===== src/rtl/button_pulse_repeat.sv =====
// rtl/button_pulse_repeat.sv - per-button press pulse, hold detect and auto-repeat
// Converts debounced button levels into single-cycle command pulses plus a held flag.
module button_pulse_repeat #(
    parameter int N             = 4,
    parameter int HOLD_CYCLES   = 50000000,
    parameter int REPEAT_CYCLES = 10000000,
    parameter int REPEAT_EN     = 1
) (
    input  logic         clk,
    input  logic         reset,
    input  logic         en,
    input  logic [N-1:0] btn_in,
    output logic [N-1:0] pulse,
    output logic [N-1:0] held,
    output logic         any_pulse
);

    localparam int MAX_CYCLES = (HOLD_CYCLES > REPEAT_CYCLES) ? HOLD_CYCLES : REPEAT_CYCLES;
    localparam int CW         = $clog2(MAX_CYCLES) + 1;
    localparam logic [CW-1:0] HOLD_TC   = CW'(HOLD_CYCLES - 1);
    localparam logic [CW-1:0] REPEAT_TC = CW'(REPEAT_CYCLES - 1);
    localparam logic          RPT_ON    = (REPEAT_EN != 0);

    typedef enum logic [1:0] {
        S_IDLE,
        S_PRESSED,
        S_REPEAT
    } state_t;

    // Resets to all ones so a button held through reset is not seen as a new press.
    logic [N-1:0] btn_q;

    always_ff @(posedge clk or posedge reset) begin
        if (reset) begin
            btn_q <= '1;
        end else begin
            btn_q <= btn_in;
        end
    end

    for (genvar i = 0; i < N; i++) begin : g_ch
        state_t        state;
        logic [CW-1:0] cnt;
        logic          pulse_r;
        logic          held_r;
        logic          press;

        assign press = btn_in[i] & ~btn_q[i] & en;

        always_ff @(posedge clk or posedge reset) begin
            if (reset) begin
                state   <= S_IDLE;
                cnt     <= '0;
                pulse_r <= 1'b0;
                held_r  <= 1'b0;
            end else begin
                pulse_r <= 1'b0;
                if (!en) begin
                    state  <= S_IDLE;
                    cnt    <= '0;
                    held_r <= 1'b0;
                end else begin
                    case (state)
                        S_IDLE: begin
                            if (press) begin
                                pulse_r <= 1'b1;
                                cnt     <= '0;
                                state   <= S_PRESSED;
                            end
                        end
                        S_PRESSED: begin
                            // Release wins over terminal count on the same edge.
                            if (!btn_in[i]) begin
                                cnt   <= '0;
                                state <= S_IDLE;
                            end else if (cnt == HOLD_TC) begin
                                held_r  <= 1'b1;
                                cnt     <= '0;
                                pulse_r <= RPT_ON;
                                state   <= S_REPEAT;
                            end else begin
                                cnt <= cnt + CW'(1);
                            end
                        end
                        S_REPEAT: begin
                            if (!btn_in[i]) begin
                                held_r <= 1'b0;
                                cnt    <= '0;
                                state  <= S_IDLE;
                            end else if (RPT_ON) begin
                                if (cnt == REPEAT_TC) begin
                                    pulse_r <= 1'b1;
                                    cnt     <= '0;
                                end else begin
                                    cnt <= cnt + CW'(1);
                                end
                            end
                        end
                        default: begin
                            state  <= S_IDLE;
                            cnt    <= '0;
                            held_r <= 1'b0;
                        end
                    endcase
                end
            end
        end

        assign pulse[i] = pulse_r;
        assign held[i]  = held_r;
    end

    assign any_pulse = |pulse;

endmodule


===== config.mk =====
export PLATFORM = sky130hd
export DESIGN_NAME = button_pulse_repeat
export DESIGN_NICKNAME = d
export VERILOG_FILES = /design/src/rtl/button_pulse_repeat.sv
export SDC_FILE = /design/constraint.sdc
export NUM_CORES = 1
export LEC_CHECK = 0
export BUFFER_PORTS_ARGS = -buffer_cell sky130_fd_sc_hd__buf_2
export CAP_MARGIN = 10
export CORE_MARGIN = 8
export CORE_UTILIZATION = 55
export DETAILED_ROUTE_END_ITERATION = 16
export PLACE_DENSITY_LB_ADDON = 0.25
export REMOVE_ABC_BUFFERS = 1
export SYNTH_ARGS = -nofsm -noshare
export SYNTH_HDL_FRONTEND = slang
export SYNTH_SLANG_ARGS = --single-unit

===== constraint.sdc =====
create_clock -name clk -period 4.46 [get_ports clk]
set_clock_uncertainty 0.15 [all_clocks]
set_input_delay 0.446 -clock clk [delete_from_list [all_inputs] [get_ports clk]]
set_output_delay 0.446 -clock clk [all_outputs]
set_load 0.01 [all_outputs]

==> reports/summary.md, run 1 <==
- run status: completed
- global-route wire length before repair: 30,800 um
- hold path startpoint: btn_in[0]
- share of layout cells above drive strength 1: 0.0866
- number of post-CTS setup repair buffers: 0
- clock root buffer: sky130_fd_sc_hd__clkbuf_16
- post-route minimum period: 3.20 ns
- startpoint types: register
- Worst Max-Slew Pin Slew: 1.05 ns
- number of register bits inferred by synthesis: 128
- total setup violations reported at the end of the flow: 0
- final worst-path cycle share: 0.717
- Pwr Density: 330 nW/um^2
- count of cells along the worst hold path: 1
- DR iter-0 viols: 714
- Fin Setup TNS: 0 ns
- fmax: 313 MHz
- area of the die: 17,900 sq um
- reported leakage power: 0.00345 uW
- DIE HEIGHT: 134 um
- combinational share of power: 0.093
- count of buffers inserted at the top-level ports: 15
- cell count after placement: 1,014
- number of non-filler instances in the completed layout: 1,046
- H-tree depth: 4
- share of power burned in registers: 0.431
- most used flip-flop cell after synthesis: sky130_fd_sc_hd__dfrtp_1
- worst stage delay on the critical path: 0.59 ns
- CTS tree: built
- Switch Pwr: 692 uW
- detail-routed via count per cell: 6.52
- vias in the first global route: 6,526
- average wire per standard cell: 17.2 um
- switching power share of the total: 0.251
- Max clock buf depth: 2
- clock-pin slew of the registers on the worst-case setup and hold paths: 0.06 ns
- max-slew violation total from the final report: 0
- Initial DRT Pass Iterations: 6
- Post-Syn Area: 7610 sq um
- worst flop-to-flop path endpoint: g_ch[1].cnt[21]
- flop-to-flop setup slack: 1.26 ns
- CP endpoint kind: register
- Total GRT Usage: 0.206
- clock insertion delay at the later pin of the skew report: 0.42 ns
- biggest fanout along the worst timing path: 20
- cell-internal power: 2060 uW
- starting density of the core: 0.555
- slowest library cell on the worst path: sky130_fd_sc_hd__or4_4
- depth of the most critical reg-to-reg path: 7
- worst vdd ir: 0.292 mV
- sequential element share of the synthesized area: 0.421
- async set-reset flop share out of synthesis: 1.00
- Relative slew margins: 0.301
- hold bufs inserted after CTS: 0
- number of buffers added by the clock tree synthesis step: 17
- Util after Layout: 0.608
- synthesized area per cell: 8.90 sq um
- most frequent cells in the layout: sky130_fd_sc_hd__dfrtp_1, sky130_fd_sc_hd__nand2_1, sky130_fd_sc_hd__nand3_1
- post-layout net count: 881
- number of enable-type register cells in the synthesized netlist: 0
- DP Worst Slack: 1.30 ns
- min-delay worst type: in2reg
- setup repair after global routing missed its margin: no
- RR Startpoint: g_ch[1].cnt[8]
- global-route congestion overflow total: 0
- Distinct cells, synth: 65
- maximum number of pins on one net before global-route repair: 73
- total via count after detailed routing: 6,816
- final number of hold-violating endpoints: 0
- required time worst endpoint: 4.62 ns
- final WL: 18,000 um
- Placer Congestion: 0.875
- Synth Warn #: 0
- DRC violation count after routing: 0
- Antenna diodes: 0
- number of resized instances in the post-cts repair step: 0
- Setup CP Type: reg2reg
- clock tree sinks: 128
- Core Footprint: 13,700 sq um
- antenna violations before repair: 0
- Worst Hold End: btn_q[0]
- cell-by-cell trace of the critical path: or4_1, or4_4, a221oi_4, nor2_2, buf_4, and3_1, a221o_1
- final setup margin: 1.26 ns
- IO Count: 16
- Final ANT Viol Nets: 0
- number of standard cells after synthesis: 856
- Site Rows: 43
- total chip power: 2760 uW
- part of the total power dissipated in the clock network: 0.475
- most common cell after layout, fill and taps aside: sky130_fd_sc_hd__dfrtp_1
- number of max-cap violations: 0
- die boundary width: 134 um
- detailed placement HPWL: 11,800 um
- Data arrival, critical path: 3.36 ns
- signed area change from the synthesized netlist to the final layout: 9.63%
==> per-stage QoR <==
| step | cell area [sq um] | hold slack [ns] |
|---|---|---|
| 2_1_floorplan | 7390 | 0.293 |
| 3_3_place_gp | 7790 | 0.302 |
| 3_5_place_dp | 7790 | 0.326 |
| 4_1_cts | 8350 | 0.0253 |
| 5_1_grt | 8350 | 0.0383 |
| 6_report | 8350 | 0.0468 |
==> sequential cells by signal (all words and copies together) (netlist names) <==
register,count
g_ch.pulse_r,4
btn_q,4
g_ch.state,8
g_ch.held_r,4
g_ch.cnt,108
==> cells in the mapped netlist, drive strengths merged, types with 2 or more instances <==
cell / n / area [sq um]
a211o: 2 / 17.5
a211oi: 5 / 37.5
a21o: 11 / 82.6
a21oi: 41 / 205
a221o: 12 / 120
a221oi: 2 / 35.0
a22o: 14 / 123
a31oi: 50 / 313
and2: 19 / 119
and3: 23 / 144
and4: 11 / 96.3
buf: 15 / 98.9
clkbuf: 33 / 124
dfrtp: 124 / 3100
dfstp: 4 / 105
ha: 21 / 263
inv: 33 / 124
mux2i: 7 / 70.1
nand2: 107 / 402
nand2b: 8 / 50.1
nand3: 76 / 380
nand3b: 5 / 37.5
nand4: 35 / 219
nor2: 37 / 141
nor3: 16 / 80.1
nor4: 13 / 96.3
nor4b: 7 / 61.3
nor4bb: 4 / 40.0
o211a: 3 / 30.0
o211ai: 4 / 30.0
o21ai: 23 / 115
o22ai: 6 / 43.8
o311a: 4 / 40.0
o311ai: 21 / 184
o31ai: 10 / 75.1
or2: 3 / 18.8
or3: 10 / 62.6
or4: 8 / 67.6
or4b: 3 / 30.0
xnor2: 7 / 61.3
xor2: 4 / 35.0
==> worst max path at each step <==
stage | startpoint | endpoint | slack (ns) | depth (start not counted)
2_1_floorplan | reset | g_ch[0].cnt[0] | 0.46 | 1
3_3_place_gp | g_ch[1].cnt[8] | g_ch[1].cnt[21] | 1.34 | 7
3_5_place_dp | g_ch[1].cnt[8] | g_ch[1].cnt[21] | 1.30 | 7
4_1_cts | g_ch[1].cnt[8] | g_ch[1].cnt[21] | 1.31 | 7
5_1_grt | g_ch[1].cnt[8] | g_ch[1].cnt[21] | 1.17 | 7
6_report | g_ch[1].cnt[8] | g_ch[1].cnt[21] | 1.26 | 7
==> area by class of cell <==
class                   count  area [sq um]
clock buffers              27           533
repair buffers             26           158
clock inverters             5          27.5
flip-flops and latches    128          3210
fillers                  1144          5370
multi-input cells         647          4070
inverters                  33           126
well taps                 180           225
==> critical path, delay by kind of cell, from the launching register on <==
family	cells	cell delay, ns
compound gates	2	0.72
simple gates	4	1.54
flops	1	0.42
buf+inv	1	0.24
==> per-layer routing <==
layer  GRT usage  vias to the layer above  wire [um]
li1            -                     3253          -
met1       0.263                     3283       8080
met2       0.329                      242       8630
met3      0.0497                       38        978
met4      0.0805                        0        315
met5           0                        -          0
==> power by group through the flow <==
stage / logic, uW / clock network [uW] / registers, uW
after CTS: 257 / 1320 / 1190
after detailed placement: 255 / 0 / 1210
after floorplan: 170 / 0 / 1210
after global placement: 245 / 0 / 1210
final: 258 / 1310 / 1190
after global routing: 287 / 1370 / 1190
==> logic make-up (layout without fill, tap and decap cells) <==
family | after synthesis | count (layout) | synth area share
and+or+nand+nor | 391 | 391 | 0.276
AOI/OAI and AO/OA | 217 | 217 | 0.201
DFF | 128 | 128 | 0.421
buffers and inverters | 81 | 91 | 0.0455
adders and majority gates | 21 | 21 | 0.0345
xor gates and xnor gates | 11 | 11 | 0.0127
muxes | 7 | 7 | 0.00920
No activity file was read; power rests on OpenSTA's default activity.
==> run 2: changes to the inputs <==
Clock period 4.46 ns to 3.2 ns, I/O delays scaled along.
==> run 2 against run 1 <==
Net effect:
- total power up 54%
- wire length rose by 6.2%
- non-clock buffer count increased by 15
- final cell count is 1.5% higher
- setup slack lost 1.0 ns
- register-to-register slack got worse by 1.0 ns
- critical path type unchanged
- critical endpoint is now g_ch[0].cnt[26]
- highest routed layer unchanged
==> reports/summary.md, run 2 (synthesized netlist as in run 1, its figures left out) <==
- Worst Max-Slew Pin Slew: 1.23 ns, was 1.05 ns
- biggest fanout along the worst timing path: 14, was 20
- most frequent cells in the layout: sky130_fd_sc_hd__dfrtp_1, sky130_fd_sc_hd__nand2_1, sky130_fd_sc_hd__nand3_1, unchanged
- Relative slew margins: 0.182, was 0.301
- routing usage on met1: 0.268, was 0.263
- global-route congestion overflow total: 0, unchanged
- required time worst endpoint: 3.35 ns, was 4.62 ns
- DR iter-0 viols: 648, was 714
- most common cell after layout, fill and taps aside: sky130_fd_sc_hd__dfrtp_1, unchanged
- cell-internal power: 3230 uW, was 2060 uW
- final number of hold-violating endpoints: 0, unchanged
- total setup violations reported at the end of the flow: 0, unchanged
- Max clock buf depth: 2, unchanged
- cell area after placement: 7880 sq um, was 7790 sq um
- number of non-filler instances in the completed layout: 1,062, was 1,046
- Final ANT Viol Nets: 0, unchanged
- layer with the highest usage after global routing: met2, unchanged
- DIE HEIGHT: 134 um, unchanged
- Post-Layout Inst Area: 8600 sq um, was 8350 sq um
- H-tree depth: 4, unchanged
- startpoint types: register, unchanged
- starting density of the core: 0.555, unchanged
- final WL: 19,100 um, was 18,000 um
- max FFs per register: 108, unchanged
- register with the most flip-flops: g_ch.cnt, unchanged
- Util after Layout: 0.627, was 0.608
- combinational share of power: 0.091, was 0.093
- fmax: 335 MHz, was 313 MHz
- Placer Congestion: 0.896, was 0.875
- setup repair after global routing missed its margin: no, unchanged
- post-layout net count: 896, was 881
- CP endpoint kind: register, unchanged
- Core Footprint: 13,700 sq um, unchanged
- run status: completed, unchanged
- post-route minimum period: 2.99 ns, was 3.20 ns
- global-route wire length before repair: 32,300 um, was 30,800 um
- total via count after detailed routing: 7,010, was 6,816
- vias in the first global route: 6,775, was 6,526
- clock insertion delay at the later pin of the skew report: 0.42 ns, about the same
- final setup margin: 0.212 ns, was 1.26 ns
- count of cells along the worst hold path: 2, was 1
- share of layout cells above drive strength 1: 0.0999, was 0.0866
- final worst-path cycle share: 0.934, was 0.717
- Switch Pwr: 1010 uW, was 692 uW
- slowest library cell on the worst path: sky130_fd_sc_hd__or4_1, was sky130_fd_sc_hd__or4_4
- reported leakage power: 0.00356 uW, was 0.00345 uW
- switching power share of the total: 0.238, was 0.251
- count of buffers inserted at the top-level ports: 15, unchanged
- worst stage delay on the critical path: 0.54 ns, was 0.59 ns
- area of the die: 17,900 sq um, unchanged
- maximum number of pins on one net before global-route repair: 72, was 73
- cell count after placement: 1,024, was 1,014
- part of the total power dissipated in the clock network: 0.517, was 0.475
- Pwr Density: 492 nW/um^2, was 330 nW/um^2
- DRC violation count after routing: 0, unchanged
- die boundary width: 134 um, unchanged
- cell-by-cell trace of the critical path: or4_1, or4_4, nor4_4, o22ai_2, and2_1, a221o_1, was or4_1, or4_4, a221oi_4, nor2_2, buf_4, and3_1, a221o_1
- DP Worst Slack: 0.239 ns, was 1.30 ns
- antenna violations before repair: 1, was 0
- IO Count: 16, unchanged
- average wire per standard cell: 18.0 um, was 17.2 um
- Total GRT Usage: 0.217, was 0.206
- Data arrival, critical path: 3.14 ns, was 3.36 ns
- detailed placement HPWL: 12,500 um, was 11,800 um
- CTS tree: built, unchanged
- routing usage on met2: 0.361, was 0.329
- Site Rows: 43, unchanged
- met3 track demand over resource in global routing: 0.0467, was 0.0497
- number of max-cap violations: 0, unchanged
- Initial DRT Pass Iterations: 6, unchanged
- depth of the most critical reg-to-reg path: 6, was 7
- min-delay worst type: in2reg, unchanged
- worst vdd ir: 0.373 mV, was 0.292 mV
- clock tree sinks: 128, unchanged
- Setup CP Type: reg2reg, unchanged
- share of power burned in registers: 0.392, was 0.431
- Fin Setup TNS: 0 ns, unchanged
- clock-pin slew of the registers on the worst-case setup and hold paths: 0.06 ns, about the same
- clock root buffer: sky130_fd_sc_hd__clkbuf_16, unchanged
- detail-routed via count per cell: 6.60, was 6.52
- number of buffers added by the clock tree synthesis step: 17, unchanged
- flop-to-flop setup slack: 0.21 ns, was 1.26 ns
- signed area change from the synthesized netlist to the final layout: 12.9%, was 9.63%
- max-slew violation total from the final report: 0, unchanged
- Regs by FF count: g_ch.cnt (108), g_ch.state (8), unchanged
-- run 2: final cells by class --
cell class | instances | area [sq um]
fillers | 1131 | 5120
multi-input cells | 647 | 4080
flip-flops and latches | 128 | 3210
clock buffers | 23 | 488
repair buffers | 41 | 295
well taps | 180 | 225
clock inverters | 9 | 178
inverters | 33 | 126
diodes | 1 | 2.50
-- run 2: power by group through the flow --
stage	Clock, uW	Sequential, uW	Combinational [uW]
floorplan	0	1680	238
global placement	0	1680	357
detailed placement	0	1680	374
CTS	2210	1660	383
global route	2280	1660	423
finish	2190	1660	386
-- run 2: path summary, 6_finish.rpt --
path,start,endpoint
setup reg to reg,g_ch[0].cnt[16],g_ch[0].cnt[26]
min in group asynchronous,reset,g_ch[0].cnt[22]
hold reg to reg,g_ch[3].cnt[5],g_ch[3].cnt[5]
max in group asynchronous,reset,btn_q[3]
setup / recovery,g_ch[0].cnt[16],g_ch[0].cnt[26]
hold / removal,en,g_ch[1].state[0]
-- run 2: critical path: cells and delay by family, from the launching register on --
family,cells,cell delay (ns)
simple gates,4,1.68
compound gates,2,0.60
flops,1,0.44
-- run 2: through the flow --
| step | power (uW) | hold slack, ns |
|---|---|---|
| 3_5_place_dp | 2060 | 0.177 |
| 5_1_grt | 4360 | 0.0623 |
| 4_1_cts | 4250 | 0.0496 |
| 6_report | 4230 | 0.0575 |
| 2_1_floorplan | 1920 | 0.174 |
| 3_3_place_gp | 2040 | 0.170 |
-- run 2: repair_timing --
| item | CTS | global route |
|---|---|---|
| setup endpoints to repair | 0 | 17 |
| setup buffers | 0 | 0 |
| hold endpoints to repair | 28 | 0 |
| resized for setup | 0 | 2 |
| hold buffers | 5 | 0 |
-- run 2: per-layer routing --
layer  vias up  routed length, um
met3        45                913
met4         0                464
met2       245               9420
met1      3441               8320
met5         -                  0
li1       3279                  -
==> run 3: changes to the inputs <==
Clock period 3.2 ns to 3.35 ns, I/O delays scaled along.
==> run 3 against run 2 <==
Net effect:
- final cell count is essentially flat
- highest routed layer unchanged
- combinational power shrank 5.2%
- critical path depth unchanged
==> reports/summary.md, run 3 (synthesized netlist as in run 1, its figures left out) <==
- average wire per standard cell: 17.6 um, was 18.0 um
- most frequent cells in the layout: sky130_fd_sc_hd__dfrtp_1, sky130_fd_sc_hd__nand2_1, sky130_fd_sc_hd__nand3_1, unchanged
- final WL: 18,700 um, was 19,100 um
- total chip power: 4020 uW, was 4230 uW
- setup repair after global routing missed its margin: no, unchanged
- startpoint types: register, unchanged
- max FFs per register: 108, unchanged
- most common cell after layout, fill and taps aside: sky130_fd_sc_hd__dfrtp_1, unchanged
- fmax: 315 MHz, was 335 MHz
- die boundary width: 134 um, unchanged
- Regs by FF count: g_ch.cnt (108), g_ch.state (8), unchanged
- DR iter-0 viols: 983, was 648
- worst stage delay on the critical path: 0.54 ns, about the same
- IO Count: 16, unchanged
- Post-Layout Inst Area: 8590 sq um, was 8600 sq um
- maximum number of pins on one net before global-route repair: 65, was 72
- slowest library cell on the worst path: sky130_fd_sc_hd__or4_1, unchanged
- Setup CP Type: reg2reg, unchanged
- CP endpoint kind: register, unchanged
- vias in the first global route: 6,678, was 6,775
- flop-to-flop setup slack: 0.17 ns, was 0.21 ns
- number of post-CTS setup repair buffers: 0, unchanged
- area of the die: 17,900 sq um, unchanged
- clock insertion delay at the later pin of the skew report: 0.42 ns, about the same
- Pwr Density: 468 nW/um^2, was 492 nW/um^2
- max-slew violation total from the final report: 0, unchanged
- Core Footprint: 13,700 sq um, unchanged
- post-route minimum period: 3.18 ns, was 2.99 ns
- clock-pin slew of the registers on the worst-case setup and hold paths: 0.06 ns, about the same
- register with the most flip-flops: g_ch.cnt, unchanged
- Total GRT Usage: 0.213, was 0.217
- cell count after placement: 1,023, was 1,024
- number of resized instances in the post-cts repair step: 0, unchanged
- clock tree sinks: 128, unchanged
- cell-by-cell trace of the critical path: or4_1, or4_4, nor4_4, o22ai_2, nand2_1, o311ai_0, was or4_1, or4_4, nor4_4, o22ai_2, and2_1, a221o_1
- final worst-path cycle share: 0.949, was 0.934
- run status: completed, unchanged
- number of non-filler instances in the completed layout: 1,061, was 1,062
- total setup violations reported at the end of the flow: 0, unchanged
- cell area after placement: 7870 sq um, was 7880 sq um
- share of layout cells above drive strength 1: 0.0999, unchanged
- number of max-cap violations: 0, unchanged
- reported leakage power: 0.00356 uW, about the same
- worst vdd ir: 0.401 mV, was 0.373 mV
- Initial DRT Pass Iterations: 6, unchanged
- detailed placement HPWL: 12,300 um, was 12,500 um
- count of buffers inserted at the top-level ports: 15, unchanged
- biggest fanout along the worst timing path: 16, was 14
- post-layout net count: 896, unchanged
- CTS tree: built, unchanged
- Data arrival, critical path: 3.29 ns, was 3.14 ns
- clock root buffer: sky130_fd_sc_hd__clkbuf_16, unchanged
- antenna violations before repair: 0, was 1
- Max clock buf depth: 2, unchanged
- required time worst endpoint: 3.46 ns, was 3.35 ns
- DIE HEIGHT: 134 um, unchanged
- Fin Setup TNS: 0 ns, unchanged
- global-route congestion overflow total: 0, unchanged
- signed area change from the synthesized netlist to the final layout: 12.8%, was 12.9%
- Worst Max-Slew Pin Slew: 0.862 ns, was 1.23 ns
- H-tree depth: 4, unchanged
- detail-routed via count per cell: 6.65, was 6.60
- Final ANT Viol Nets: 0, unchanged
- Antenna diodes: 0, was 1
- starting density of the core: 0.555, unchanged
- final number of hold-violating endpoints: 0, unchanged
- Site Rows: 43, unchanged
- Placer Congestion: 0.921, was 0.896
- number of buffers added by the clock tree synthesis step: 17, unchanged
- Relative slew margins: 0.426, was 0.182
- total via count after detailed routing: 7,053, was 7,010
- global-route wire length before repair: 32,000 um, was 32,300 um
- DRC violation count after routing: 0, unchanged
- min-delay worst type: in2reg, unchanged
[run 3: cell count changes in the layout (fill, tap and decap cells not counted), sizes merged]
cell and change:
clkbuf -4, diode -1, inv +1, clkinv +3
[run 3: power by group]
group          leakage, uW  switching [uW]  total, uW  internal (uW)
Sequential         0.00177            16.6       1580           1570
Clock             0.000316             712       2070           1360
Combinational      0.00148             248        366            117
[run 3: final timing paths]
check	cells past startpoint	to	start
worst max-delay path	6	g_ch[0].cnt[24]	g_ch[0].cnt[16]
worst min-delay path	2	g_ch[2].held_r	en
worst max register to register	6	g_ch[0].cnt[24]	g_ch[0].cnt[16]
worst min register to register	1	g_ch[0].cnt[23]	g_ch[0].cnt[23]
max in group asynchronous	4	btn_q[2]	reset
min in group asynchronous	3	g_ch[0].pulse_r	reset
[run 3: area by class of cell]
type                            count  area (sq um)
Inverter                           33           126
Sequential cell                   128          3210
Clock buffer                       19           453
Fill cell                        1122          5130
Timing Repair Buffer               41           299
Clock inverter                     13           209
Multi-Input combinational cell    647          4070
Tap cell                          180           225
[run 3: stage by stage]
stage	setup WS (ns)	hold slack, ns	utilization
floorplan	-0.541	0.189	-
global placement	0.305	0.226	0.573
detailed placement	0.213	0.237	0.573
CTS	0.180	0.212	0.625
global route	0.0246	0.244	0.626
finish	0.172	0.234	0.626
[run 3: what timing repair did]
item / in CTS / in global routing
hold endpoints to repair: 35 / 0
hold buffers: 5 / 0
setup endpoints to repair: 0 / 0
[run 3: worst max-delay path: cells and delay by family, from the launching register on]
kind            cells  cell delay, ns
compound gates      2            0.49
simple gates        4            1.93
flops               1            0.44
[run 3: layer usage]
layer / part of all wire / wire length (um) / vias to the layer above / global-route usage
li1: - / - / 3283 / -
met1: 0.44 / 8150 / 3443 / 0.271
met2: 0.49 / 9170 / 285 / 0.347
met3: 0.054 / 1010 / 42 / 0.0384
met4: 0.019 / 349 / 0 / 0.0973
met5: 0 / 0 / - / 0
